`src/rtl/seven_seg_rx_if.sv`:
```
// seven_seg_rx_if: bundles the multiplexed seven-segment bus sample and the
//    decoded byte / status pulses of the seven_seg_rx monitor.
// Ports (modports):
//    master - drives seg_in, observes dout, dout_valid, seg_err (bench / board side)
//    slave  - samples seg_in, drives dout, dout_valid, seg_err (the decoder)
interface seven_seg_rx_if;
   logic [7:0] seg_in;      // bit 7 digit select (1 = LSB digit), bits 6:0 active-low g..a
   logic [7:0] dout;        // last decoded byte {msb_nibble, lsb_nibble}
   logic       dout_valid;  // one-cycle pulse when dout updates
   logic       seg_err;     // one-cycle pulse on an accepted illegal glyph

   modport master (
      output seg_in,
      input  dout,
      input  dout_valid,
      input  seg_err
   );

   modport slave (
      input  seg_in,
      output dout,
      output dout_valid,
      output seg_err
   );
endinterface

```
`src/rtl/seven_seg_rx.sv`:
```
// seven_seg_rx: decodes a muxed two-digit seven-segment bus back into bytes.
// Latency: STABLE_CYCLES+2 clk cycles from a seg_in pin change to dout_valid/seg_err.
// Backpressure: none; the bus is observed passively, pulses are one cycle wide.
//
// Ports:
//    clk   - rising-edge clock for all state
//    rst_n - asynchronous active-low reset
//    bus   - seven_seg_rx_if.slave: seg_in in, dout/dout_valid/seg_err out
// Parameter:
//    STABLE_CYCLES - identical synchronized samples needed to accept a pattern (2..1023)
// Build option:
//    SEVEN_SEG_RX_CHANGE_ONLY_EN - when defined, a completed pair only pulses
//    dout_valid if the byte differs from the last emitted byte (or is the first
//    byte since reset); otherwise every completed pair is emitted.
module seven_seg_rx #(
   parameter int STABLE_CYCLES = 16
) (
   input  logic          clk,
   input  logic          rst_n,
   seven_seg_rx_if.slave bus
);

   localparam int CNT_W = $clog2(STABLE_CYCLES + 1);

   // The counter holds the number of cycles the current value has matched its
   // predecessor, so a run of N identical cycles shows cnt == N-2 on its N-th
   // cycle (the first cycle of a run is the one where it differs from prev).
   localparam logic [CNT_W-1:0] CNT_MAX   = CNT_W'(STABLE_CYCLES);
   localparam logic [CNT_W-1:0] ACCEPT_AT = CNT_W'(STABLE_CYCLES - 2);

   // Idle bus: blank segments with LSB select.
   localparam logic [7:0] BUS_IDLE = 8'hFF;

   typedef enum logic [1:0] {
      IDLE,
      HAVE_LSB,
      HAVE_MSB
   } state_t;

   // ------------------------------------------------------------------
   // Input synchronizer and stability filter
   // ------------------------------------------------------------------
   logic [7:0]       sync1;
   logic [7:0]       sync2;
   logic [7:0]       prev;
   logic [CNT_W-1:0] cnt;

   always_ff @(posedge clk or negedge rst_n) begin
      if (!rst_n) begin
         sync1 <= BUS_IDLE;
         sync2 <= BUS_IDLE;
         prev  <= BUS_IDLE;
      end else begin
         sync1 <= bus.seg_in;
         sync2 <= sync1;
         prev  <= sync2;
      end
   end

   logic same_as_prev;
   assign same_as_prev = (sync2 == prev);

   // Saturates instead of wrapping so a value held forever is accepted once.
   always_ff @(posedge clk or negedge rst_n) begin
      if (!rst_n) begin
         cnt <= '0;
      end else if (!same_as_prev) begin
         cnt <= '0;
      end else if (cnt != CNT_MAX) begin
         cnt <= cnt + CNT_W'(1);
      end
   end

   logic accept;
   assign accept = same_as_prev && (cnt == ACCEPT_AT);

   // ------------------------------------------------------------------
   // Glyph decode of the synchronized sample
   // ------------------------------------------------------------------
   logic [6:0] seg_hi;     // active-high segments g..a
   logic       is_lsb;
   logic       is_blank;
   logic       glyph_ok;
   logic [3:0] glyph_nib;

   assign seg_hi   = ~sync2[6:0];
   assign is_lsb   = sync2[7];
   assign is_blank = (seg_hi == 7'h00);

   always_comb begin
      glyph_ok  = 1'b1;
      glyph_nib = 4'h0;
      case (seg_hi)
         7'h3F: glyph_nib = 4'h0;
         7'h06: glyph_nib = 4'h1;
         7'h5B: glyph_nib = 4'h2;
         7'h4F: glyph_nib = 4'h3;
         7'h66: glyph_nib = 4'h4;
         7'h6D: glyph_nib = 4'h5;
         7'h7D: glyph_nib = 4'h6;
         7'h07: glyph_nib = 4'h7;
         7'h7F: glyph_nib = 4'h8;
         7'h6F: glyph_nib = 4'h9;
         7'h77: glyph_nib = 4'hA;
         7'h7C: glyph_nib = 4'hB;
         7'h39: glyph_nib = 4'hC;
         7'h5E: glyph_nib = 4'hD;
         7'h79: glyph_nib = 4'hE;
         7'h71: glyph_nib = 4'hF;
         default: glyph_ok = 1'b0;
      endcase
   end

   // Blank patterns are digit-off periods of the display mux, not data.
   logic digit_evt;
   logic bad_evt;
   assign digit_evt = accept && !is_blank && glyph_ok;
   assign bad_evt   = accept && !is_blank && !glyph_ok;

   // ------------------------------------------------------------------
   // Pairing FSM
   // ------------------------------------------------------------------
   state_t     state_q, state_d;
   logic [3:0] lsb_q, lsb_d;
   logic [3:0] msb_q, msb_d;
   logic       pair_done;
   logic [7:0] pair_byte;

   always_ff @(posedge clk or negedge rst_n) begin
      if (!rst_n) begin
         state_q <= IDLE;
         lsb_q   <= 4'h0;
         msb_q   <= 4'h0;
      end else begin
         state_q <= state_d;
         lsb_q   <= lsb_d;
         msb_q   <= msb_d;
      end
   end

   always_comb begin
      state_d   = state_q;
      lsb_d     = lsb_q;
      msb_d     = msb_q;
      pair_done = 1'b0;
      pair_byte = 8'h00;

      if (bad_evt) begin
         // A bad glyph poisons any half-built pair.
         state_d = IDLE;
         lsb_d   = 4'h0;
         msb_d   = 4'h0;
      end else if (digit_evt) begin
         case (state_q)
            IDLE: begin
               if (is_lsb) begin
                  lsb_d   = glyph_nib;
                  state_d = HAVE_LSB;
               end else begin
                  msb_d   = glyph_nib;
                  state_d = HAVE_MSB;
               end
            end
            HAVE_LSB: begin
               if (is_lsb) begin
                  lsb_d = glyph_nib;
               end else begin
                  pair_done = 1'b1;
                  pair_byte = {glyph_nib, lsb_q};
                  lsb_d     = 4'h0;
                  msb_d     = 4'h0;
                  state_d   = IDLE;
               end
            end
            HAVE_MSB: begin
               if (!is_lsb) begin
                  msb_d = glyph_nib;
               end else begin
                  pair_done = 1'b1;
                  pair_byte = {msb_q, glyph_nib};
                  lsb_d     = 4'h0;
                  msb_d     = 4'h0;
                  state_d   = IDLE;
               end
            end
            default: begin
               state_d = IDLE;
               lsb_d   = 4'h0;
               msb_d   = 4'h0;
            end
         endcase
      end
   end

   // ------------------------------------------------------------------
   // Registered outputs
   // ------------------------------------------------------------------
   logic [7:0] dout_q;
   logic       valid_q;
   logic       err_q;
   logic       emit;

`ifdef SEVEN_SEG_RX_CHANGE_ONLY_EN
   // dout_q always equals the last emitted byte, so it doubles as the
   // comparison reference; first_q covers the case where that byte is 00.
   logic first_q;

   assign emit = pair_done && (first_q || (pair_byte != dout_q));

   always_ff @(posedge clk or negedge rst_n) begin
      if (!rst_n) begin
         first_q <= 1'b1;
      end else if (emit) begin
         first_q <= 1'b0;
      end
   end
`else
   assign emit = pair_done;
`endif

   // bad_evt and pair_done are mutually exclusive, so the pulses never overlap.
   always_ff @(posedge clk or negedge rst_n) begin
      if (!rst_n) begin
         dout_q  <= 8'h00;
         valid_q <= 1'b0;
         err_q   <= 1'b0;
      end else begin
         valid_q <= emit;
         err_q   <= bad_evt;
         if (emit) begin
            dout_q <= pair_byte;
         end
      end
   end

   assign bus.dout       = dout_q;
   assign bus.dout_valid = valid_q;
   assign bus.seg_err    = err_q;

endmodule
```
`src/flat_wrapper.sv`:
```
// flat-port wrapper written by rule: the top's interface ports become plain ports
module seven_seg_rx_flat 
#(
   parameter int STABLE_CYCLES = 16
)
  (clk, rst_n, bus_seg_in, bus_dout, bus_dout_valid, bus_seg_err);
  seven_seg_rx_if bus_i ();
  input  logic clk;
  input  logic rst_n;
  input wire logic [$bits(bus_i.seg_in)-1:0] bus_seg_in;
  output wire logic [$bits(bus_i.dout)-1:0] bus_dout;
  output wire logic [$bits(bus_i.dout_valid)-1:0] bus_dout_valid;
  output wire logic [$bits(bus_i.seg_err)-1:0] bus_seg_err;
  assign bus_i.seg_in = bus_seg_in;
  assign bus_dout = bus_i.dout;
  assign bus_dout_valid = bus_i.dout_valid;
  assign bus_seg_err = bus_i.seg_err;
  seven_seg_rx #(.STABLE_CYCLES(STABLE_CYCLES)) u_core (.clk(clk), .rst_n(rst_n), .bus(bus_i));
endmodule
```
`config.mk`:
```
export PLATFORM = sky130hd
export DESIGN_NAME = seven_seg_rx_flat
export DESIGN_NICKNAME = d
export VERILOG_FILES = /design/src/rtl/seven_seg_rx_if.sv /design/src/rtl/seven_seg_rx.sv /design/src/flat_wrapper.sv
export SDC_FILE = /design/constraint.sdc
export NUM_CORES = 1
export LEC_CHECK = 0
export CORE_MARGIN = 3
export CORE_UTILIZATION = 25
export CTS_CLUSTER_SIZE = 8
export DETAILED_ROUTE_END_ITERATION = 10
export GPL_TIMING_DRIVEN = 0
export HOLD_SLACK_MARGIN = 0.03
export PLACE_DENSITY = 0.47
export SYNTH_ARGS = -nofsm -noshare
export SYNTH_HDL_FRONTEND = slang
export SYNTH_SLANG_ARGS = --single-unit
```
`constraint.sdc`:
```
create_clock -name clk -period 2.9 [get_ports clk]
set_clock_uncertainty 0.15 [all_clocks]
set_input_delay 0.87 -clock clk [delete_from_list [all_inputs] [get_ports clk]]
set_output_delay 0.87 -clock clk [all_outputs]
set_load 0.05 [all_outputs]
```
==> flow_metrics.tcl, run 1 <==
set metrics [dict create \
    layout.cells.most_common_list "25 x sky130_fd_sc_hd__dfrtp_1, 24 x sky130_fd_sc_hd__dfstp_2, 18 x sky130_fd_sc_hd__clkdlybuf4s50_1" \
    globalRouteOverflowTotal 0 \
    worst-setup-path-type "flop to flop" \
    min_period_over_period_pct 93.2 \
    cts.path.max_buffers 2 \
    final-setup-viol-count 0 \
    regArea_um2 1260 \
    synth_area_per_cell_um2 11.1 \
    core_um2 9280 \
    hold_removal_path_class "flop to flop" \
    grt_pass1_wl_um 8340 \
    die_area_um2 10800 \
    clock_sink_count 49 \
    antenna_cells 0 \
    buffer_ports.inserted 19 \
    num_io_pins 20 \
    final.fill_count 986 \
    timing.critical_path.to_type "flop" \
    ys_ff_latch 49 \
    antenna_left 0 \
    largest_net_degree_at_the_start_of_global_routing 40 \
    tightest_slew_ns 0.517 \
    worst_skew_pair.late_latency_ns 0.30 \
    post-route-util_pct 31.1 \
    postCtsSetupRepairBufs 0 \
    critPathLaunchType "flop" \
    synth_cells 216 \
    critical_path_arrival_ns 2.74 \
    h_tree_depth_reported_by_cts 2 \
    firstDrtPassIters 4 \
    start_util_pct 25.7 \
    die_x_um 104 \
    fin_worst_hold_slack_ns 0.209 \
    die-height_um 104 \
    relSlewSlack_pct 65.6 \
    vias_per_cell 4.42 \
    nets 259 \
    drt-wirelength-per-cell_um 13.3 \
    place_congestion 0.908 \
    tritoncts "built" \
    synth_warnings 0 \
    drt_first_iter_violations 91 \
    status "completed" \
    synth-seq-area-share_pct 52.6 \
    max_clock_freq_mhz 370 \
    rows 35 \
    clockRootBuffer "sky130_fd_sc_hd__clkbuf_8" \
    syn_nets 232 \
    clk_transition_reported_paths_ns 0.10 \
    synth_edf_count 0 \
    grt_usage_pct 9.49 \
    drive_gt1_share_pct 23.8 \
    asyncSetResetFlopFracSynth_pct 100 \
    cellLeakagePower_nw 1.13 \
    cts_hold_buffers 0 \
    layout_commonest_cell "sky130_fd_sc_hd__dfrtp_1" \
    ir_drop_uv 183 \
    synthDistinctLibCells 55 \
    area_of_the_mapped_netlist_um2 2390 \
    multi_input_area_um2 1010 \
    timing.final.max_slew_violations 0 \
    remaining_drc_errors 0 \
    data_required_time_of_the_worst_path_ns 2.94 \
    cts-buffers-inserted 5 \
    timing_hold_violations_final 0 \
    areaGrowthSynthToFinish_pct 20.6 \
    shortest_clock_period_the_worst_path_allows_after_layout_ns 2.70 \
    synth_ff_type "sky130_fd_sc_hd__dfrtp_1" \
    grt_antenna_before_repair 0 \
    grt_pass1_vias 1687 \
    detailed_place_hpwl_um 3470 \
    max_cap_violations 0 \
    num_vias 1648 \
    p_per_area_nw_per_um2 468 \
    report.power.total_w 0.00135 \
    post_route_wl_um 4950 \
    critPathMaxFanout 10 \
]
## what timing repair did
| action | 4_1_cts | 5_1_grt |
|---|---|---|
| setup endpoints to repair | 0 | 3 |
| gates resized for setup | 0 | 1 |
| hold endpoints to repair | 0 | 0 |
## cell type report
| type | instances | area share (%) |
|---|---|---|
| buffer | 12 | 2.69 |
| clock buffer | 6 | 2.86 |
| clock inverter | 2 | 1.30 |
| inverter | 15 | 1.95 |
| multi-input combinational | 140 | 34.9 |
| sequential | 49 | 43.6 |
| tap | 129 | 5.60 |
| timing repair buffer | 20 | 7.12 |
## flip-flops by register name, indices dropped and copies added (netlist names)
signal and count:
u_core.bus.dout 8, u_core.prev 8, u_core.sync1 8, u_core.sync2 8, u_core.cnt 5, u_core.lsb_q 4
u_core.msb_q 4, u_core.state_q 2, u_core.bus.dout_valid 1, u_core.bus.seg_err 1
## where the power goes
| group | total [W] | leakage, nW | switching (W) | internal [W] |
|---|---|---|---|---|
| combinational | 0.000105 | 0.470 | 0.0000623 | 0.0000423 |
| clock | 0.000521 | 0.0574 | 0.000240 | 0.000281 |
| sequential | 0.000724 | 0.602 | 0.0000108 | 0.000714 |
| total | 0.00135 | 1.13 | 0.000313 | 0.00104 |
## stage by stage
step	TNS (ns)	instance area [um2]	setup slack, ns	cells
after detailed placement	0	2760	0.0944	365
after global placement	-18.96	2740	-0.652	364
after floorplan	0	2390	0.476	216
after global routing	-0.0394	2880	-0.0245	373
after CTS	0	2880	0.0797	373
final	0	2880	0.199	373
## path summary, 6_finish.rpt
| path | slack (ns) | depth (start not counted) | startpoint | to |
|---|---|---|---|---|
| setup / recovery | 0.20 | 8 | u_core.sync2[3] | u_core.bus.dout[4] |
| hold / removal | 0.21 | 0 | u_core.sync1[2] | u_core.sync2[2] |
| setup reg to reg | 0.20 | 8 | u_core.sync2[3] | u_core.bus.dout[4] |
| hold reg to reg | 0.21 | 0 | u_core.sync1[2] | u_core.sync2[2] |
| max in group asynchronous | 1.78 | 2 | rst_n | u_core.sync1[6] |
| min in group asynchronous | 0.52 | 1 | rst_n | u_core.sync1[5] |
## critical path, stage by stage (launching register included)
cell,delay [ns]
sky130_fd_sc_hd__dfstp_2,0.58
sky130_fd_sc_hd__buf_2,0.24
sky130_fd_sc_hd__xor2_1,0.11
sky130_fd_sc_hd__nor4_2,0.34
sky130_fd_sc_hd__nand3_1,0.22
sky130_fd_sc_hd__a311o_1,0.43
sky130_fd_sc_hd__buf_6,0.19
sky130_fd_sc_hd__a221oi_1,0.25
sky130_fd_sc_hd__a21oi_1,0.07
## cells in the mapped netlist, types with 5 or more instances
library cell / n / area (um2)
sky130_fd_sc_hd__a21oi_1: 8 / 40.0
sky130_fd_sc_hd__xor2_1: 11 / 96.3
sky130_fd_sc_hd__o21ai_0: 5 / 25.0
sky130_fd_sc_hd__nor2_1: 16 / 60.1
sky130_fd_sc_hd__nor3_1: 7 / 35.0
sky130_fd_sc_hd__dfrtp_1: 25 / 626
sky130_fd_sc_hd__a32o_1: 5 / 50.1
sky130_fd_sc_hd__inv_1: 15 / 56.3
sky130_fd_sc_hd__ha_1: 6 / 75.1
sky130_fd_sc_hd__dfstp_2: 24 / 631
sky130_fd_sc_hd__nand2_1: 13 / 48.8
## metal layers
metal  routed length, um  vias up  GRT usage [%]  share of wire (%)
li1                    -      831              -                  -
met1                2580      773           13.7                 52
met2                2090       35           13.8                 42
met3                 196        9           2.24                4.0
met4                  85        0           3.51                1.7
met5                   0        -              0                  0
## cells by family after synthesis
family                     share of synthesized area, %
xor gates and xnor gates                           4.40
muxes                                              2.67
buffers and inverters                              5.60
DFF                                                52.6
AOI/OAI and AO/OA                                  16.4
adders and majority gates                          3.14
and+or+nand+nor                                    15.2
Note: power is estimated with default switching activity, not from simulation.
==> inputs of run 2 (changes only) <==
--- a/config.mk
+++ b/config.mk
@@ -11,7 +11,6 @@
 export DETAILED_ROUTE_END_ITERATION = 10
 export GPL_TIMING_DRIVEN = 0
 export HOLD_SLACK_MARGIN = 0.03
-export PLACE_DENSITY = 0.47
 export SYNTH_ARGS = -nofsm -noshare
 export SYNTH_HDL_FRONTEND = slang
 export SYNTH_SLANG_ARGS = --single-unit
==> flow_metrics.tcl, run 2 (synthesis results as in run 1) <==
set metrics [dict create \
    status "completed" \
    core_um2 9280 \
    h_tree_depth_reported_by_cts 2 \
    seqPwrFrac_pct 53.8 \
    cts-buffers-inserted 5 \
    tritoncts "built" \
    timing.hold.worst_endpoint "u_core.sync2[2]" \
    start_util_pct 25.7 \
    cell_internal_pwr_w 0.00103 \
    tightest_slew_ns 0.523 \
    critical_path_arrival_ns 2.70 \
    net-switching-power_w 0.000312 \
    hold_removal_path_class "flop to flop" \
    worst_hold_startpoint "u_core.sync1[2]" \
    grt_pass1_vias 1703 \
    data_required_time_of_the_worst_path_ns 2.93 \
    rsz0062_at_grt "no" \
    largest_net_degree_at_the_start_of_global_routing 27 \
    switching_share_pct 23.2 \
    p_per_area_nw_per_um2 465 \
    post-route-util_pct 31.2 \
    critPathMaxFanout 10 \
    cellLeakagePower_nw 1.14 \
    num_io_pins 20 \
    globalRouteMet1Util_pct 13.1 \
    reg2reg_depth 8 \
    r2r_setup_slack_ns 0.23 \
    drive_gt1_share_pct 24.5 \
    num_vias 1707 \
    part_of_the_total_power_dissipated_in_combinational_logic_pct 7.8 \
    areaGrowthSynthToFinish_pct 21.3 \
    placedCellCount 365 \
    post_route_wl_um 4740 \
    globalRoute.busiestLayer "met2" \
    timing.critical_path.to_type "flop" \
    rows 35 \
    finalNonFillerCells 374 \
    cts.path.max_buffers 2 \
    shortest_clock_period_the_worst_path_allows_after_layout_ns 2.67 \
    layout_commonest_cell "sky130_fd_sc_hd__dfrtp_1" \
    crit_slowest_cell "sky130_fd_sc_hd__dfstp_2" \
    report.power.total_w 0.00135 \
    timing.final.max_slew_violations 0 \
    worst_skew_pair.late_latency_ns 0.30 \
    relSlewSlack_pct 65.1 \
    remaining_drc_errors 0 \
    antenna_cells 0 \
    clockRootBuffer "sky130_fd_sc_hd__clkbuf_8" \
    drt-wirelength-per-cell_um 12.7 \
    timing_hold_violations_final 0 \
    nets 260 \
    detailed_place_hpwl_um 3420 \
    antenna_left 0 \
    drt_first_iter_violations 199 \
    vias_per_cell 4.56 \
    clock_sink_count 49 \
    grt_usage_pct 9.30 \
    grt_pass1_wl_um 8360 \
    max_cap_violations 0 \
    max_stage_delay_ns 0.56 \
    cells_along_the_critical_path "buf_4 -> or3b_1 -> a211oi_1 -> nor2_1 -> a311o_2 -> buf_6 -> a221oi_1 -> a21oi_1" \
    worst_path_dominant_cell_family "compound AO/OA/AOI/OAI gates" \
    worstHoldPathCells 0 \
    r2r_startpoint "u_core.sync2[4]" \
    place_congestion 0.886 \
    layout.cells.most_common_list "25 x sky130_fd_sc_hd__dfrtp_1, 24 x sky130_fd_sc_hd__dfstp_2, 18 x sky130_fd_sc_hd__clkdlybuf4s50_1" \
    reg2reg_to "u_core.bus.dout[4]" \
    worst-setup-path-type "flop to flop" \
    groute.layer.met2.usage_pct 13.9 \
    final-setup-viol-count 0 \
    critPathLaunchType "flop" \
    ir_drop_uv 226 \
    clk_transition_reported_paths_ns 0.09 \
    max_clock_freq_mhz 375 \
    grt_antenna_before_repair 0 \
    firstDrtPassIters 6 \
    globalRouteOverflowTotal 0 \
    use_met3_pct 2.62 \
    die_area_um2 10800 \
    clock_power_share_pct 38.4 \
    min_period_over_period_pct 91.9 \
    worst_path_bufs_invs 2 \
    final.fill_count 997 \
    die-height_um 104 \
    die_x_um 104 \
    buffer_ports.inserted 19 \
]
run 2: repair_timing:
action	in CTS	in global routing
buffers inserted	0	1
gates resized for setup	0	2
endpoints found under the setup margin	0	14
hold buffers	0	0
run 2: power groups by stage:
stage | clock [W] | sequential, W | combinational [W]
2_1_floorplan | 0 | 0.000734 | 0.0000606
3_3_place_gp | 0 | 0.000736 | 0.0000998
3_5_place_dp | 0 | 0.000737 | 0.000103
4_1_cts | 0.000534 | 0.000725 | 0.000103
5_1_grt | 0.000569 | 0.000728 | 0.000117
6_report | 0.000518 | 0.000725 | 0.000104
run 2: per-layer routing:
layer	vias to the layer above	routed length [um]
met5	-	0
met4	0	43
met3	6	247
met2	54	2110
met1	818	2340
li1	829	-
run 2: cell type report:
cell class                      instances  area [um2]  area share, %
Clock inverter                          1        8.76          0.302
Tap cell                              129         161           5.57
Inverter                               15        56.3           1.94
Timing Repair Buffer                   21         213           7.34
Clock buffer                            7         119           4.10
Multi-Input combinational cell        140        1010           34.7
Sequential cell                        49        1260           43.3
Buffer                                 12        77.6           2.68
run 2: stage by stage:
stage	hold WS [ns]	instance area (um2)	setup TNS, ns	setup slack [ns]
after floorplan	0.195	2390	0	0.476
after global placement	0.196	2740	-14.33	-0.538
after detailed placement	0.197	2760	0	0.117
after CTS	0.210	2880	0	0.0995
after global routing	0.214	2900	0	0.0102
final	0.208	2900	0	0.234
run 2: worst max path at each step:
stage                                from            endpoint  slack, ns  cells after the start
after global routing      u_core.sync2[3]  u_core.bus.dout[3]       0.01                      8
after global placement              rst_n  u_core.bus.dout[0]      -0.54                      1
after floorplan           u_core.sync2[4]  u_core.bus.dout[3]       0.48                      8
final                     u_core.sync2[4]  u_core.bus.dout[4]       0.23                      8
after CTS                 u_core.sync2[0]  u_core.bus.dout[3]        0.1                      8
after detailed placement  u_core.sync2[0]  u_core.bus.dout[3]       0.12                      8
==> inputs of run 3 (changes only) <==
--- a/config.mk
+++ b/config.mk
@@ -6,7 +6,7 @@
 export NUM_CORES = 1
 export LEC_CHECK = 0
 export CORE_MARGIN = 3
-export CORE_UTILIZATION = 25
+export CORE_UTILIZATION = 41
 export CTS_CLUSTER_SIZE = 8
 export DETAILED_ROUTE_END_ITERATION = 10
 export GPL_TIMING_DRIVEN = 0
==> flow_metrics.tcl, run 3 (synthesis results as in run 1) <==
set metrics [dict create \
    cellLeakagePower_nw 1.13 \
    antenna_cells 0 \
    worst_slack_ns 0.263 \
    cells_along_the_critical_path "buf_4 -> or3b_1 -> a211oi_1 -> nor2_1 -> a311o_2 -> buf_6 -> a221oi_1 -> a21oi_1" \
    drt-met1-wl_um 2370 \
    die-height_um 82.3 \
    cts-buffers-inserted 5 \
    dp_worst_setup_slack_ns 0.0498 \
    met3RoutedLength_um 167 \
    rows 27 \
    worst-path-stages 8 \
    detailed_place_hpwl_um 3410 \
    final-setup-viol-count 0 \
    highest-signal-layer "met4" \
    num_io_pins 20 \
    tritoncts "built" \
    drive_gt1_share_pct 24.6 \
    clockRootBuffer "sky130_fd_sc_hd__clkbuf_8" \
    max_cap_violations 0 \
    shortest_clock_period_the_worst_path_allows_after_layout_ns 2.64 \
    crit_slowest_cell "sky130_fd_sc_hd__dfstp_2" \
    globalRouteOverflowTotal 0 \
    fin_worst_hold_slack_ns 0.210 \
    data_required_time_of_the_worst_path_ns 2.93 \
    status "completed" \
    post_route_wl_um 4550 \
    layout.cells.most_common_list "25 x sky130_fd_sc_hd__dfrtp_1, 24 x sky130_fd_sc_hd__dfstp_2, 18 x sky130_fd_sc_hd__clkdlybuf4s50_1" \
    worstHoldPathCells 0 \
    die_area_um2 6780 \
    antenna_left 0 \
    p_per_area_nw_per_um2 454 \
    grt_pass1_vias 1597 \
    largest_net_degree_at_the_start_of_global_routing 27 \
    postCtsSetupRepairBufs 0 \
    tightest_slew_ns 0.596 \
    firstDrtPassIters 4 \
    multi_input_area_um2 1020 \
    grt_pass1_wl_um 7790 \
    worst_path_bufs_invs 2 \
    core_um2 5570 \
    cts_hold_buffers 0 \
    nets 259 \
    reg2reg_depth 8 \
    timing.critical_path.to_type "flop" \
    min_period_over_period_pct 90.9 \
    start_util_pct 42.9 \
    worst_skew_pair.late_latency_ns 0.29 \
    ir_drop_uv 361 \
    regArea_um2 1260 \
    placed_inst_area_um2 2690 \
    num_vias 1702 \
    clk_transition_reported_paths_ns 0.09 \
    hold_removal_path_class "flop to flop" \
    buffer_ports.inserted 19 \
    final_instance_area_um2 2820 \
    placedCellCount 308 \
    critPathMaxFanout 10 \
    layout_commonest_cell "sky130_fd_sc_hd__dfrtp_1" \
    grt_antenna_before_repair 0 \
    relSlewSlack_pct 60.3 \
    grt_usage_pct 15.1 \
    rsz0062_at_grt "no" \
    clock_sink_count 49 \
    remaining_drc_errors 0 \
    drt_first_iter_violations 209 \
    die_x_um 82.3 \
    drt-wirelength-per-cell_um 14.4 \
    vias_per_cell 5.39 \
    met2WireLength_um 1980 \
    areaGrowthSynthToFinish_pct 18.2 \
    worst_path_dominant_cell_family "compound AO/OA/AOI/OAI gates" \
    final.fill_count 527 \
    place_congestion 0.961 \
    critPathLaunchType "flop" \
    worst-setup-path-type "flop to flop" \
    timing.final.max_slew_violations 0 \
    max_stage_delay_ns 0.55 \
    finalNonFillerCells 316 \
    timing_hold_violations_final 0 \
    max_clock_freq_mhz 379 \
    h_tree_depth_reported_by_cts 2 \
    critical_path_arrival_ns 2.66 \
    cts.path.max_buffers 2 \
]
[run 3: worst paths after layout]
| kind | end | from | slack, ns |
|---|---|---|---|
| worst max register to register | u_core.bus.dout[4] | u_core.sync2[4] | 0.26 |
| worst min register to register | u_core.sync2[3] | u_core.sync1[3] | 0.21 |
| worst max-delay path | u_core.bus.dout[4] | u_core.sync2[4] | 0.26 |
| worst min-delay path | u_core.sync2[3] | u_core.sync1[3] | 0.21 |
| max in group asynchronous | u_core.sync1[2] | rst_n | 1.58 |
| min in group asynchronous | u_core.lsb_q[2] | rst_n | 0.42 |
[run 3: routing by layer]
metal / GRT usage (%) / vias to the layer above
li1: - / 831
met1: 22.9 / 829
met2: 21.7 / 40
met3: 3.58 / 2
met4: 2.99 / 0
met5: 0 / -
[run 3: layout make-up]
cell class / count / share of cell area, %
plain buffers: 12 / 2.75
repair buffers: 20 / 7.53
flip-flops and latches: 49 / 44.5
clock buffers: 6 / 3.32
well taps: 72 / 3.19
inverters: 15 / 1.99
clock inverters: 2 / 0.576
multi-input cells: 140 / 36.2
[run 3: repair_timing]
item / in CTS / in global routing
resized for setup: 0 / 4
setup endpoints to repair: 0 / 13
hold endpoints to repair: 0 / 0
[run 3: power breakdown]
group          internal [W]  total (W)  leakage (nW)  switching, W
clock network      0.000224   0.000449        0.0525      0.000226
registers          0.000714   0.000724         0.602     0.0000107
logic             0.0000440   0.000108         0.476     0.0000635
[run 3: worst reg2reg max path: cells and delay by family (launching register included)]
kind | cells | cell delay (ns)
AOI/OAI and AO/OA | 4 | 0.99
buffers and inverters | 2 | 0.34
DFF | 1 | 0.55
and+or+nand+nor | 2 | 0.50
[run 3: per-stage QoR]
stage | total power, W | setup TNS (ns) | utilization (%)
floorplan | 0.000794 | 0 | -
global route | 0.00135 | 0 | 50.7
global placement | 0.000836 | -15.29 | 47.9
CTS | 0.00130 | 0 | 50.3
finish | 0.00128 | 0 | 50.7
detailed placement | 0.000840 | 0 | 48.3
